### src/rtl/mem_stage_if.sv
// Data-memory bus between the memory stage (master) and the data memory (slave).
// The master issues one request and holds it until ready; load data returns with rvalid.
interface mem_stage_if;
    logic        dmem_req_out;
    logic        dmem_we_out;
    logic [31:0] dmem_addr_out;
    logic [31:0] dmem_wdata_out;
    logic [3:0]  dmem_mask_out;
    logic        dmem_ready_in;
    logic        dmem_rvalid_in;
    logic [31:0] dmem_rdata_in;

    modport master (
        output dmem_req_out, dmem_we_out, dmem_addr_out, dmem_wdata_out, dmem_mask_out,
        input  dmem_ready_in, dmem_rvalid_in, dmem_rdata_in
    );

    modport slave (
        input  dmem_req_out, dmem_we_out, dmem_addr_out, dmem_wdata_out, dmem_mask_out,
        output dmem_ready_in, dmem_rvalid_in, dmem_rdata_in
    );
endinterface

### src/rtl/mem_stage.sv
// Pipeline memory stage: passes ALU results through, issues aligned loads/stores on the
// data-memory bus, formats load data by size/sign, and flags misalignment and response timeouts.
module mem_stage #(
    parameter int RESP_TIMEOUT = 255
) (
    input  logic        clk,
    input  logic        reset,
    input  logic        valid_in,
    input  logic        mem_read_in,
    input  logic        mem_write_in,
    input  logic [31:0] mem_addr_in,
    input  logic [31:0] mem_wdata_in,
    input  logic [7:0]  mem_mask_in,
    input  logic [31:0] alu_result_in,
    input  logic [2:0]  funct3_in,
    input  logic [4:0]  rd_in,
    mem_stage_if.master dmem,
    output logic        stall_out,
    output logic        wb_valid_out,
    output logic        wb_we_out,
    output logic [4:0]  wb_rd_out,
    output logic [31:0] wb_data_out,
    output logic        misalign_out,
    output logic        timeout_out
);
    localparam int CNT_W = $clog2(RESP_TIMEOUT + 1);

    typedef enum logic [1:0] {IDLE, REQ, WAIT} state_t;

    state_t           state;
    logic [CNT_W-1:0] wait_cnt;
    logic [CNT_W-1:0] wait_cnt_next;
    logic             timeout_hit;
    logic [4:0]       rd_q;
    logic [2:0]       funct3_q;
    logic [1:0]       off_q;
    logic [1:0]       off;
    logic             is_mem;
    logic             misaligned;
    logic [31:0]      shifted;
    logic [31:0]      load_data;
    logic             unused_mask_hi;

    assign unused_mask_hi = ^mem_mask_in[7:4];

    always_comb begin
        off        = mem_addr_in[1:0];
        is_mem     = mem_read_in | mem_write_in;
        misaligned = 1'b0;
        case (funct3_in)
            3'd1, 3'd5: misaligned = off[0];
            3'd2:       misaligned = (off != 2'd0);
            default:    misaligned = 1'b0;
        endcase
    end

    // Funct3 codes outside the defined load sizes fall through to a full-word load.
    always_comb begin
        shifted   = dmem.dmem_rdata_in >> {off_q, 3'b000};
        load_data = shifted;
        case (funct3_q)
            3'd0:    load_data = {{24{shifted[7]}}, shifted[7:0]};
            3'd1:    load_data = {{16{shifted[15]}}, shifted[15:0]};
            3'd4:    load_data = {24'd0, shifted[7:0]};
            3'd5:    load_data = {16'd0, shifted[15:0]};
            default: load_data = shifted;
        endcase
    end

    assign wait_cnt_next = wait_cnt + CNT_W'(1);
    assign timeout_hit   = (wait_cnt_next == CNT_W'(RESP_TIMEOUT));

    // NOTE: all state and registered outputs use non-blocking assignments so every
    // branch below sees the pre-edge values, regardless of statement order.
    always_ff @(posedge clk) begin
        if (reset) begin
            state               <= IDLE;
            wait_cnt            <= '0;
            rd_q                <= '0;
            funct3_q            <= '0;
            off_q               <= '0;
            stall_out           <= 1'b0;
            wb_valid_out        <= 1'b0;
            wb_we_out           <= 1'b0;
            wb_rd_out           <= '0;
            wb_data_out         <= '0;
            misalign_out        <= 1'b0;
            timeout_out         <= 1'b0;
            dmem.dmem_req_out   <= 1'b0;
            dmem.dmem_we_out    <= 1'b0;
            dmem.dmem_addr_out  <= '0;
            dmem.dmem_wdata_out <= '0;
            dmem.dmem_mask_out  <= '0;
        end else begin
            // Writeback and error outputs are single-cycle pulses unless re-asserted below.
            wb_valid_out <= 1'b0;
            wb_we_out    <= 1'b0;
            wb_rd_out    <= '0;
            wb_data_out  <= '0;
            misalign_out <= 1'b0;
            timeout_out  <= 1'b0;

            case (state)
                IDLE: begin
                    if (valid_in) begin
                        if (!is_mem) begin
                            wb_valid_out <= 1'b1;
                            wb_we_out    <= (rd_in != 5'd0);
                            wb_rd_out    <= rd_in;
                            wb_data_out  <= alu_result_in;
                        end else if (misaligned) begin
                            misalign_out <= 1'b1;
                            wb_valid_out <= 1'b1;
                            wb_rd_out    <= rd_in;
                        end else begin
                            state               <= REQ;
                            stall_out           <= 1'b1;
                            rd_q                <= rd_in;
                            funct3_q            <= funct3_in;
                            off_q               <= off;
                            dmem.dmem_req_out   <= 1'b1;
                            dmem.dmem_we_out    <= mem_write_in;
                            dmem.dmem_addr_out  <= {mem_addr_in[31:2], 2'b00};
                            dmem.dmem_mask_out  <= mem_mask_in[3:0] << off;
                            dmem.dmem_wdata_out <= mem_wdata_in << {off, 3'b000};
                        end
                    end
                end

                REQ: begin
                    if (dmem.dmem_ready_in) begin
                        dmem.dmem_req_out   <= 1'b0;
                        dmem.dmem_we_out    <= 1'b0;
                        dmem.dmem_addr_out  <= '0;
                        dmem.dmem_wdata_out <= '0;
                        dmem.dmem_mask_out  <= '0;
                        if (dmem.dmem_we_out) begin
                            state        <= IDLE;
                            stall_out    <= 1'b0;
                            wb_valid_out <= 1'b1;
                            wb_rd_out    <= rd_q;
                        end else begin
                            state    <= WAIT;
                            wait_cnt <= '0;
                        end
                    end
                end

                WAIT: begin
                    if (dmem.dmem_rvalid_in) begin
                        state        <= IDLE;
                        stall_out    <= 1'b0;
                        wb_valid_out <= 1'b1;
                        wb_we_out    <= (rd_q != 5'd0);
                        wb_rd_out    <= rd_q;
                        wb_data_out  <= load_data;
                    end else begin
                        wait_cnt <= wait_cnt_next;
                        if (timeout_hit) begin
                            state        <= IDLE;
                            stall_out    <= 1'b0;
                            timeout_out  <= 1'b1;
                            wb_valid_out <= 1'b1;
                            wb_rd_out    <= rd_q;
                        end
                    end
                end

                default: begin
                    state     <= IDLE;
                    stall_out <= 1'b0;
                end
            endcase
        end
    end
endmodule

### src/flat_wrapper.sv
// flat-port wrapper written by rule: the top's interface ports become plain ports
module mem_stage_flat 
#(
    parameter int RESP_TIMEOUT = 255
)
  (clk, reset, valid_in, mem_read_in, mem_write_in, mem_addr_in, mem_wdata_in, mem_mask_in, alu_result_in, funct3_in, rd_in, stall_out, wb_valid_out, wb_we_out, wb_rd_out, wb_data_out, misalign_out, timeout_out, dmem_dmem_req_out, dmem_dmem_we_out, dmem_dmem_addr_out, dmem_dmem_wdata_out, dmem_dmem_mask_out, dmem_dmem_ready_in, dmem_dmem_rvalid_in, dmem_dmem_rdata_in);
  mem_stage_if dmem_i ();
  input  logic clk;
  input  logic reset;
  input  logic valid_in;
  input  logic mem_read_in;
  input  logic mem_write_in;
  input  logic [31:0] mem_addr_in;
  input  logic [31:0] mem_wdata_in;
  input  logic [7:0] mem_mask_in;
  input  logic [31:0] alu_result_in;
  input  logic [2:0] funct3_in;
  input  logic [4:0] rd_in;
  output logic stall_out;
  output logic wb_valid_out;
  output logic wb_we_out;
  output logic [4:0] wb_rd_out;
  output logic [31:0] wb_data_out;
  output logic misalign_out;
  output logic timeout_out;
  output wire logic [$bits(dmem_i.dmem_req_out)-1:0] dmem_dmem_req_out;
  output wire logic [$bits(dmem_i.dmem_we_out)-1:0] dmem_dmem_we_out;
  output wire logic [$bits(dmem_i.dmem_addr_out)-1:0] dmem_dmem_addr_out;
  output wire logic [$bits(dmem_i.dmem_wdata_out)-1:0] dmem_dmem_wdata_out;
  output wire logic [$bits(dmem_i.dmem_mask_out)-1:0] dmem_dmem_mask_out;
  input wire logic [$bits(dmem_i.dmem_ready_in)-1:0] dmem_dmem_ready_in;
  input wire logic [$bits(dmem_i.dmem_rvalid_in)-1:0] dmem_dmem_rvalid_in;
  input wire logic [$bits(dmem_i.dmem_rdata_in)-1:0] dmem_dmem_rdata_in;
  assign dmem_dmem_req_out = dmem_i.dmem_req_out;
  assign dmem_dmem_we_out = dmem_i.dmem_we_out;
  assign dmem_dmem_addr_out = dmem_i.dmem_addr_out;
  assign dmem_dmem_wdata_out = dmem_i.dmem_wdata_out;
  assign dmem_dmem_mask_out = dmem_i.dmem_mask_out;
  assign dmem_i.dmem_ready_in = dmem_dmem_ready_in;
  assign dmem_i.dmem_rvalid_in = dmem_dmem_rvalid_in;
  assign dmem_i.dmem_rdata_in = dmem_dmem_rdata_in;
  mem_stage #(.RESP_TIMEOUT(RESP_TIMEOUT)) u_core (.clk(clk), .reset(reset), .valid_in(valid_in), .mem_read_in(mem_read_in), .mem_write_in(mem_write_in), .mem_addr_in(mem_addr_in), .mem_wdata_in(mem_wdata_in), .mem_mask_in(mem_mask_in), .alu_result_in(alu_result_in), .funct3_in(funct3_in), .rd_in(rd_in), .dmem(dmem_i), .stall_out(stall_out), .wb_valid_out(wb_valid_out), .wb_we_out(wb_we_out), .wb_rd_out(wb_rd_out), .wb_data_out(wb_data_out), .misalign_out(misalign_out), .timeout_out(timeout_out));
endmodule
### config.mk
export PLATFORM = sky130hd
export DESIGN_NAME = mem_stage_flat
export DESIGN_NICKNAME = d
export VERILOG_FILES = /design/src/rtl/mem_stage_if.sv /design/src/rtl/mem_stage.sv /design/src/flat_wrapper.sv
export SDC_FILE = /design/constraint.sdc
export NUM_CORES = 1
export LEC_CHECK = 0
export ABC_AREA = 1
export CAP_MARGIN = 10
export CORE_MARGIN = 2
export CORE_UTILIZATION = 44
export CTS_BUF_LIST = sky130_fd_sc_hd__clkbuf_4 sky130_fd_sc_hd__clkbuf_8
export CTS_CLUSTER_SIZE = 8
export DETAILED_ROUTE_END_ITERATION = 10
export GPL_ROUTABILITY_DRIVEN = 0
export GPL_TIMING_DRIVEN = 0
export HOLD_SLACK_MARGIN = 0.05
export PLACE_DENSITY = 0.83
export SYNTH_ARGS = -nofsm -noshare
export SYNTH_HDL_FRONTEND = slang
export SYNTH_SLANG_ARGS = --single-unit
export TNS_END_PERCENT = 100
### constraint.sdc
create_clock -name clk -period 1.8 [get_ports clk]
set_input_delay 0.36 -clock clk [delete_from_list [all_inputs] [get_ports clk]]
set_output_delay 0.36 -clock clk [all_outputs]
set_load 0.05 [all_outputs]
== Word level (Yosys, flattened, before mapping) ==
Index checks and enable logic that the tools add are counted.

* $add $sub $neg: 1
* Equality and inequality tests: 17
* Shifts and indexed selects: 3
* Muxes and demuxes: 66
* Bitwise operators: 6
* Reduce and logical (&&, ||, !) cells: 15

{| class="wikitable"
|+ Operators with widths
! operator !! number
|-
| 2-to-1 mux 32 bit || 10
|-
| one-hot mux 32 bit (2 select lines) || 3
|-
| one-hot mux 32 bit (4 select lines) || 1
|-
| 2-to-1 mux 5 bit || 7
|-
| left shift 32 x 5 -> 32 bit || 1
|-
| right shift 32 x 5 -> 32 bit || 1
|-
| 2-to-1 mux 8 bit || 3
|-
| 2-to-1 mux 1 bit || 21
|-
| 2-to-1 mux 4 bit || 4
|-
| one-hot mux 8 bit (2 select lines) || 1
|-
| one-hot mux 5 bit (3 select lines) || 1
|-
| 2-to-1 mux 2 bit || 7
|-
| != test 2 bit, second input constant || 5
|-
| AND reduction 5 bit || 2
|-
| nonzero test 5 bit || 2
|-
| equality test 3 bit, second input constant || 3
|-
| adder 8 x 1 -> 8 bit, second input constant || 1
|-
| equality test 8 bit, second input constant || 1
|-
| one-hot mux 1 bit (2 select lines) || 4
|-
| one-hot mux 4 bit (2 select lines) || 1
|-
| AND reduction 4 bit || 2
|-
| equality test 3 x 1 -> 1 bit, second input constant || 2
|-
| one-hot mux 1 bit (3 select lines) || 2
|-
| one-hot mux 2 bit (3 select lines) || 1
|-
| other kinds (15) || 22
|}

* Flip-flop bits (word level): 132
* Bits of input ports: 151
* Output and inout port bits: 112
* Word-level logic and storage cells: 125

== Logic depth before layout (Yosys ltp) ==
Gate-level depths: netlist (run 1).

* Depth after elaboration: 7
* Mapped depth: 13
* Depth with buffers taken out: 13

== Worst setup path before layout (run 1) ==
OpenSTA, ideal clock, no wires.

* Path type: input port to flip-flop
* From: input port mem_addr_in[1]
* To: register u_core.dmem.dmem_addr_out[14]
* Library setup time: 128 ps
* Data arrival time: 1412 ps
* Data required time: 1672 ps
* Setup slack: 261 ps
* Stages: 10
* Buffers on the path: 3
* Path through: buf_4 > inv_2 > o21ai_2 > o211ai_2 > nand2_4 > nor2_2 > buf_6 > buf_2 > a22oi_1 > nor2_1

* Longest elaborated chain between the ends: 4

{| class="wikitable"
|+ RTL lines
! item !! RTL line !! text
|-
| start: declaration || flat_wrapper.sv:13 || <nowiki>input logic [31:0] mem_addr_in;</nowiki>
|-
| nonzero test 2 bit || mem_stage.sv:52 || <nowiki>3'd2: misaligned = (off != 2'd0);</nowiki>
|-
| one-hot mux 1 bit (2 select lines) || mem_stage.sv:50 || <nowiki>case (funct3_in)</nowiki>
|-
| != test 2 bit (no line) || -- ||
|-
| AND reduction 5 bit (no line) || -- ||
|-
| end signal: assignment || mem_stage.sv:123 || <nowiki>dmem.dmem_addr_out <= {mem_addr_in[31:2], 2'b00};</nowiki>
|-
| end: declaration || mem_stage_if.sv:14 || <nowiki>output dmem_req_out, dmem_we_out, dmem_addr_out, dmem_wdata_out, dmem_mask_out,</nowiki>
|}

No other way between the ends.
A chain may end at the register's enable or synchronous reset.

== Final worst setup path (run 1) ==
* From: register u_core.dmem.dmem_we_out
* To: output port dmem_dmem_we_out

{| class="wikitable"
|+ RTL lines
! item !! RTL line !! text
|-
| start: declaration || mem_stage_if.sv:14 ||
|-
| start signal: assignment || mem_stage.sv:122 || <nowiki>dmem.dmem_we_out <= mem_write_in;</nowiki>
|-
| end: declaration || flat_wrapper.sv:27 || <nowiki>output wire logic [$bits(dmem_i.dmem_we_out)-1:0] dmem_dmem_we_out;</nowiki>
|}

No word-level cell between the ends.

==> summary.md, run 1 <==
| Metric | Value |
|---|---|
| Status | `complete, no violations` |
| Synthesized instance count | `824` |
| Startpoint type of the worst setup path | `flip-flop` |
| Final ANT Viol Nets | `0` |
| Clock tree from TritonCTS | `done` |
| Grt ovf | `0` |
| Ranking of synthesized cells by area | `dfxtp_1 43%, nand2_1 12%, a21oi_1 7.8%` |
| Fmax achieved | `570 MHz` |
| Async set-reset flop share out of synthesis | `0%` |
| Clock root buffer | `clkbuf_8` |
| Yosys reg bits | `130` |
| Register Area | `2610 sq um` |
| Fillers | `1227` |
| CP max stage delay | `0.54 ns` |
| Layout cell share with drive strength beyond 1 | `11.2%` |
| Placed wire-length estimate | `16.2 mm` |
| Avg WL per Cell | `16.3 um` |
| Total Nets Final | `1256` |
| TritonCTS buffer count | `17` |
| Top cell type by total area after synthesis | `dfxtp_1` |
| Top cell type's share of synthesized area | `43.1%` |
| CP required | `1.44 ns` |
| Top delay family on crit path | `buffers and inverters` |
| Post-Place Cells | `1254` |
| Worst setup startpoint | `u_core.dmem.dmem_we_out` |
| Global-route wire length before repair | `32.7 mm` |
| Slew at the pin with the worst max-slew slack | `0.684 ns` |
| Drt drc | `0` |
| Internal reg-to-reg setup slack | `0.06 ns` |
| Worst-path fanout max | `4` |
| Static leakage | `4.00 nW` |
| WHS Path Cells | `4` |
| DIE WIDTH | `121 um` |
| I/O Buffers | `253` |
| ANT cells | `0` |
| Initial core utilization | `45.2%` |
| Multi-input logic area | `2990 sq um` |
| Maximum vdd ir drop | `0.000493 V` |
| Worst Path Class, Setup | `flip-flop to primary output` |
| Final setup fails | `0` |
| Die Area | `14700 sq um` |
| Router iterations before antenna repair | `6` |
| Post-DP Area | `8800 sq um` |
| Part of the cycle the worst path needs | `97.5%` |
| Total GRT Usage | `28.9%` |
| RSZ-0062 raised after global routing | `true` |
| Post-route cell area | `9120 sq um` |
| Max_slew headroom | `54.4%` |
| Core Region | `13300 sq um` |
| Number of flops mapped to enable cells by yosys | `0` |
| Yosys warning count | `0` |
| # H-tree levels | `4` |
| Pwr Total | `7.63 mW` |
| Final wirelength | `21.1 mm` |
| Chip height | `121 um` |
| Clk_lat worst skew | `0.47 ns` |
| Synthesized area | `6040 sq um` |
| Setup Skew | `0.00864 ns` |
| Clock transition at path regs | `0.08 ns` |
| I/O Pins | `263` |
| CP endpoint kind | `primary output` |
| Worst path arrival time | `1.39 ns` |
| Top-count cell post-synth | `nand2_1` |
| Via/cell ratio | `5.31` |
| Initial DRC count | `586` |
| Syn_area_per_cell | `7.33 sq um` |
| Clock Tree Buf Depth | `2` |
| Slowest CP cell | `clkdlybuf4s15_1` |
| Worst R2R Start | `u_core.wait_cnt[1]` |
| Row count | `42` |
| Power density over the cells | `836 nW/um^2` |
| Slew Viols, Final | `0` |
| Vias in the first global route | `6452` |
| Unique masters post-synth | `44` |
| Clk sinks | `130` |
| Min Tclk post-route | `1.75 ns` |
| Register area share after synthesis | `43.1%` |
| Vias | `6858` |
| Min-delay worst type | `input pin to flip-flop` |
| Fin cells | `1292` |
| Reg2Reg Depth | `11` |
| CP Capture Point | `dmem_dmem_we_out` |
| FF-to-FF End | `u_core.wb_rd_out[4]` |
| # Max-Cap Violations | `0` |
| Most frequent cells after synthesis | `186 x nand2_1, 130 x dfxtp_1, 94 x a21oi_1` |
| Pin count of the biggest net entering global routing | `17` |
| CP Depth | `1` |
| Critical-path cell list | `clkdlybuf4s15_1` |
| Initial antenna violation count | `0` |
| Area Overhead vs Synth | `51.0%` |
| Hold Violations, Final | `0` |
| Dominant synthesized flop cell | `dfxtp_1` |
| Sum of buffers and inverters on the critical path | `1` |
==> area by class of cell <==
type | count | area share, %
repair buffers | 259 | 26.8
well taps | 176 | 2.41
plain buffers | 60 | 3.54
clock inverters | 13 | 1.40
clock buffers | 19 | 2.73
multi-input cells | 594 | 32.8
flip-flops and latches | 130 | 28.6
inverters | 41 | 1.72
==> per-stage QoR <==
stage          util [%]  setup slack [ns]  hold WS [ns]  setup TNS (ns)
5_1_grt            68.3           -0.0674         0.305         -0.0741
6_report           68.3            0.0458         0.286               0
3_3_place_gp       65.9            -0.359         0.451          -25.14
3_5_place_dp       65.9            -0.403         0.455          -29.47
4_1_cts            68.1           0.00514         0.265               0
2_1_floorplan         -             0.261         0.441               0
==> cell families after synthesis <==
logic type               synth area share [%]
AND/OR/NAND/NOR                          26.7
AO/OA/AOI/OAI                            20.5
flip-flops                               43.1
buffers and inverters                    7.87
multiplexers                             1.16
adder cells (fa/ha/maj)                 0.414
other                                  0.0621
XOR/XNOR                                0.145
==> how the worst min path moves through the flow <==
stage                                         from  slack [ns]                             end
floorplan                           u_core.rd_q[0]        0.44             u_core.wb_rd_out[0]
global placement    u_core.dmem.dmem_wdata_out[26]        0.45  u_core.dmem.dmem_wdata_out[26]
detailed placement    u_core.dmem.dmem_mask_out[3]        0.45    u_core.dmem.dmem_mask_out[3]
CTS                                          reset        0.27  u_core.dmem.dmem_wdata_out[24]
global route                                 reset        0.31  u_core.dmem.dmem_wdata_out[26]
finish                                       reset        0.29  u_core.dmem.dmem_wdata_out[26]
==> state kept, by name (all words and copies together) (netlist names), 3 cells and up <==
name	flops
u_core.dmem.dmem_wdata_out	32
u_core.wb_data_out	32
u_core.dmem.dmem_addr_out	30
u_core.wait_cnt	8
u_core.rd_q	5
u_core.wb_rd_out	5
u_core.dmem.dmem_mask_out	4
u_core.funct3_q	3
==> routing by layer <==
metal	routed length, um	share of wire (%)	up-vias	GRT usage [%]
met5	0	0	-	0
met4	636	3.0	0	11.8
met3	2120	10	65	9.07
met2	9930	47	385	48.7
met1	8410	40	3079	33.9
li1	-	-	3329	-
==> cell usage in the layout, fill, tap and decap left out, types with 9 or more instances in the layout <==
| cell | netlist | routed |
|---|---|---|
| a21oi_1 | 94 | 92 |
| o21ai_1 | 9 | 9 |
| a21oi_2 | 8 | 10 |
| nand2_1 | 186 | 185 |
| nand2_2 | 10 | 11 |
| nand3_1 | 72 | 71 |
| dfxtp_1 | 130 | 126 |
| buf_2 | 21 | 20 |
| buf_4 | 8 | 14 |
| clkbuf_8 | 0 | 17 |
| clkdlybuf4s50_1 | 0 | 143 |
| inv_1 | 33 | 33 |
| dlygate4sd2_1 | 0 | 108 |
| o21ai_0 | 48 | 48 |
| nor2_1 | 75 | 71 |
| clkbuf_1 | 21 | 20 |
| a22oi_1 | 39 | 39 |
==> where the power goes <==
part	switching, mW	internal, mW
Sequential	0.0712	3.03
Clock	1.26	1.15
Combinational	1.35	0.765
==> worst reg2reg max path: cells and delay by family (launching register included) <==
| kind | cells | cell delay (ns) |
|---|---|---|
| simple gates | 8 | 0.72 |
| fa+ha+maj | 1 | 0.20 |
| flops | 1 | 0.36 |
| compound gates | 2 | 0.37 |
==> what timing repair did <==
item                       in CTS  in global routing
buffers inserted                6                  0
hold buffers                    0                  0
setup endpoints to repair     111                 48
gates resized for setup       115                 13
pin swaps                       2                  2
(Power assumes the default switching activity.)
==> run 2, diff against run 1 <==
- CTS_BUF_LIST: sky130_fd_sc_hd__clkbuf_4 sky130_fd_sc_hd__clkbuf_8 -> sky130_fd_sc_hd__clkbuf_8
==> run 2 against run 1 <==
Non-clock buffer count is the same; largest power group unchanged; critical path depth unchanged; worst hold slack got worse by 0.0039 ns.
==> summary.md, run 2 (synthesis gave the netlist of run 1 again) <==
| Metric | Value |
|---|---|
| Fillers | `1225 (was 1227)` |
| TritonCTS buffer count | `17 (unchanged)` |
| # Max-Cap Violations | `0 (unchanged)` |
| Clock tree from TritonCTS | `done (unchanged)` |
| Clk_lat worst skew | `0.47 ns (about the same)` |
| Hold Violations, Final | `0 (unchanged)` |
| Post-DP Area | `8800 sq um (unchanged)` |
| WHS Path Cells | `4 (unchanged)` |
| Worst-path fanout max | `4 (unchanged)` |
| Fmax achieved | `568 MHz (was 570 MHz)` |
| Fin cells | `1292 (unchanged)` |
| Final setup fails | `0 (unchanged)` |
| Pre-CTS setup slack | `-0.403 ns (unchanged)` |
| Clock transition at path regs | `0.08 ns (about the same)` |
| Top flop regs | `u_core.dmem.dmem_wdata_out: 32 flops, u_core.wb_data_out: 32 flops, u_core.dmem.dmem_addr_out: 30 flops (unchanged)` |
| Final wirelength | `21.0 mm (was 21.1 mm)` |
| Setup TNS | `0 ns (unchanged)` |
| Top delay family on crit path | `buffers and inverters (unchanged)` |
| Sum of buffers and inverters on the critical path | `1 (unchanged)` |
| RSZ-0062 raised after global routing | `true (unchanged)` |
| Startpoint type of the worst setup path | `flip-flop (unchanged)` |
| Global-route wire length before repair | `32.7 mm (about the same)` |
| Final ANT Viol Nets | `0 (unchanged)` |
| Chip height | `121 um (unchanged)` |
| Setup Skew | `0.00862 ns (was 0.00864 ns)` |
| Maximum vdd ir drop | `0.000493 V (about the same)` |
| Pwr Total | `7.59 mW (was 7.63 mW)` |
| Critical-path cell list | `clkdlybuf4s15_1 (unchanged)` |
| Worst path arrival time | `1.40 ns (was 1.39 ns)` |
| Final worst slack | `0.0399 ns (was 0.0458 ns)` |
| Slew at the pin with the worst max-slew slack | `0.694 ns (was 0.684 ns)` |
| Slew Viols, Final | `0 (unchanged)` |
| # H-tree levels | `4 (unchanged)` |
| Row count | `42 (unchanged)` |
| Commonest cells after routing, fill and taps aside | `185 x nand2_1, 143 x clkdlybuf4s50_1, 126 x dfxtp_1 (unchanged)` |
| CP endpoint kind | `primary output (unchanged)` |
| Clock root buffer | `clkbuf_8 (unchanged)` |
| Clk sinks | `130 (unchanged)` |
| ANT cells | `0 (unchanged)` |
| Drt drc | `0 (unchanged)` |
| Vias | `6819 (was 6858)` |
| I/O Buffers | `253 (unchanged)` |
| I/O Pins | `263 (unchanged)` |
| Placed wire-length estimate | `16.2 mm (unchanged)` |
| Grt ovf | `0 (unchanged)` |
| Core Region | `13300 sq um (unchanged)` |
| CP max stage delay | `0.54 ns (about the same)` |
| Reg2Reg Depth | `11 (unchanged)` |
| Min Tclk post-route | `1.76 ns (was 1.75 ns)` |
| Final hold slack | `0.282 ns (was 0.286 ns)` |
| Post-Place Cells | `1254 (unchanged)` |
| Fin util | `68.3% (about the same)` |
| Die Area | `14700 sq um (unchanged)` |
| Most common cell after layout, fill and taps aside | `nand2_1 (unchanged)` |
| Layout cell share with drive strength beyond 1 | `11.0% (was 11.2%)` |
| Initial core utilization | `45.2% (unchanged)` |
| Power density over the cells | `833 nW/um^2 (was 836 nW/um^2)` |
| Initial antenna violation count | `0 (unchanged)` |
| Router iterations before antenna repair | `6 (unchanged)` |
| DIE WIDTH | `121 um (unchanged)` |
| Slowest CP cell | `clkdlybuf4s15_1 (unchanged)` |
| Total Nets Final | `1256 (unchanged)` |
| Total GRT Usage | `28.9% (about the same)` |
| Via/cell ratio | `5.28 (was 5.31)` |
| Worst Path Class, Setup | `flip-flop to primary output (unchanged)` |
| Pin count of the biggest net entering global routing | `17 (unchanged)` |
| Clock Tree Buf Depth | `2 (unchanged)` |
| Part of the cycle the worst path needs | `97.8% (was 97.5%)` |
| CP Depth | `1 (unchanged)` |
| Max_slew headroom | `53.8% (was 54.4%)` |
| Area Overhead vs Synth | `50.9% (was 51.0%)` |
| Avg WL per Cell | `16.3 um (about the same)` |
| CP required | `1.44 ns (about the same)` |
| Min-delay worst type | `input pin to flip-flop (unchanged)` |
| Static leakage | `4.00 nW (about the same)` |
| Vias in the first global route | `6463 (was 6452)` |
| Initial DRC count | `585 (was 586)` |
| Post-route cell area | `9110 sq um (was 9120 sq um)` |
| Status | `complete, no violations (unchanged)` |
[run 2: cell types whose count changed in the layout (fill, tap and decap cells not counted)]
cell,before,now
clkbuf_4,3,1
inv_1,33,35
[run 2: cell type report]
cell class	instances	area [sq um]	share of cell area [%]
clock buffer	17	234	2.57
inverter	41	156	1.72
sequential	130	2610	28.6
clock inverter	15	135	1.48
timing repair buffer	259	2440	26.8
buffer	60	323	3.54
multi-input combinational	594	2990	32.8
tap	176	220	2.42
[run 2: worst paths after layout]
check                                      from                              to  slack [ns]
hold reg to reg   u_core.dmem.dmem_wdata_out[4]   u_core.dmem.dmem_wdata_out[4]        0.46
setup / recovery        u_core.dmem.dmem_we_out                dmem_dmem_we_out        0.04
setup reg to reg             u_core.wait_cnt[1]             u_core.wb_rd_out[4]        0.06
hold / removal                            reset  u_core.dmem.dmem_wdata_out[26]        0.28
[run 2: worst register-to-register path: stages (launching register included)]
cell and delay, ns:
dfxtp_2 0.36, ha_2 0.20, nand3_2 0.12, o21bai_1 0.18, nand2_1 0.08, nor2_1 0.10
nand2_1 0.09, nand2_1 0.08, nand2_1 0.06, nand2_2 0.12, nand2_1 0.08, a21oi_2 0.19
[run 2: routing by layer]
metal,up-vias,GRT usage [%],routed length (um)
met5,-,0,0
met4,0,11.8,692
met3,65,9.07,2070
met2,360,48.6,9870
met1,3069,34.0,8410
li1,3325,-,-
[run 2: timing repair]
action / in CTS / in global routing
gates resized for setup: 115 / 13
pin swaps: 2 / 2
buffers inserted: 6 / 0
endpoints found under the setup margin: 111 / 50
hold buffers: 0 / 0
[run 2: power by group]
group          internal (mW)  switching (mW)  leakage, nW
Combinational          0.765            1.35         2.75
Clock                   1.11            1.27        0.192
Sequential              3.03          0.0713         1.06
Total                   4.90            2.69         4.00
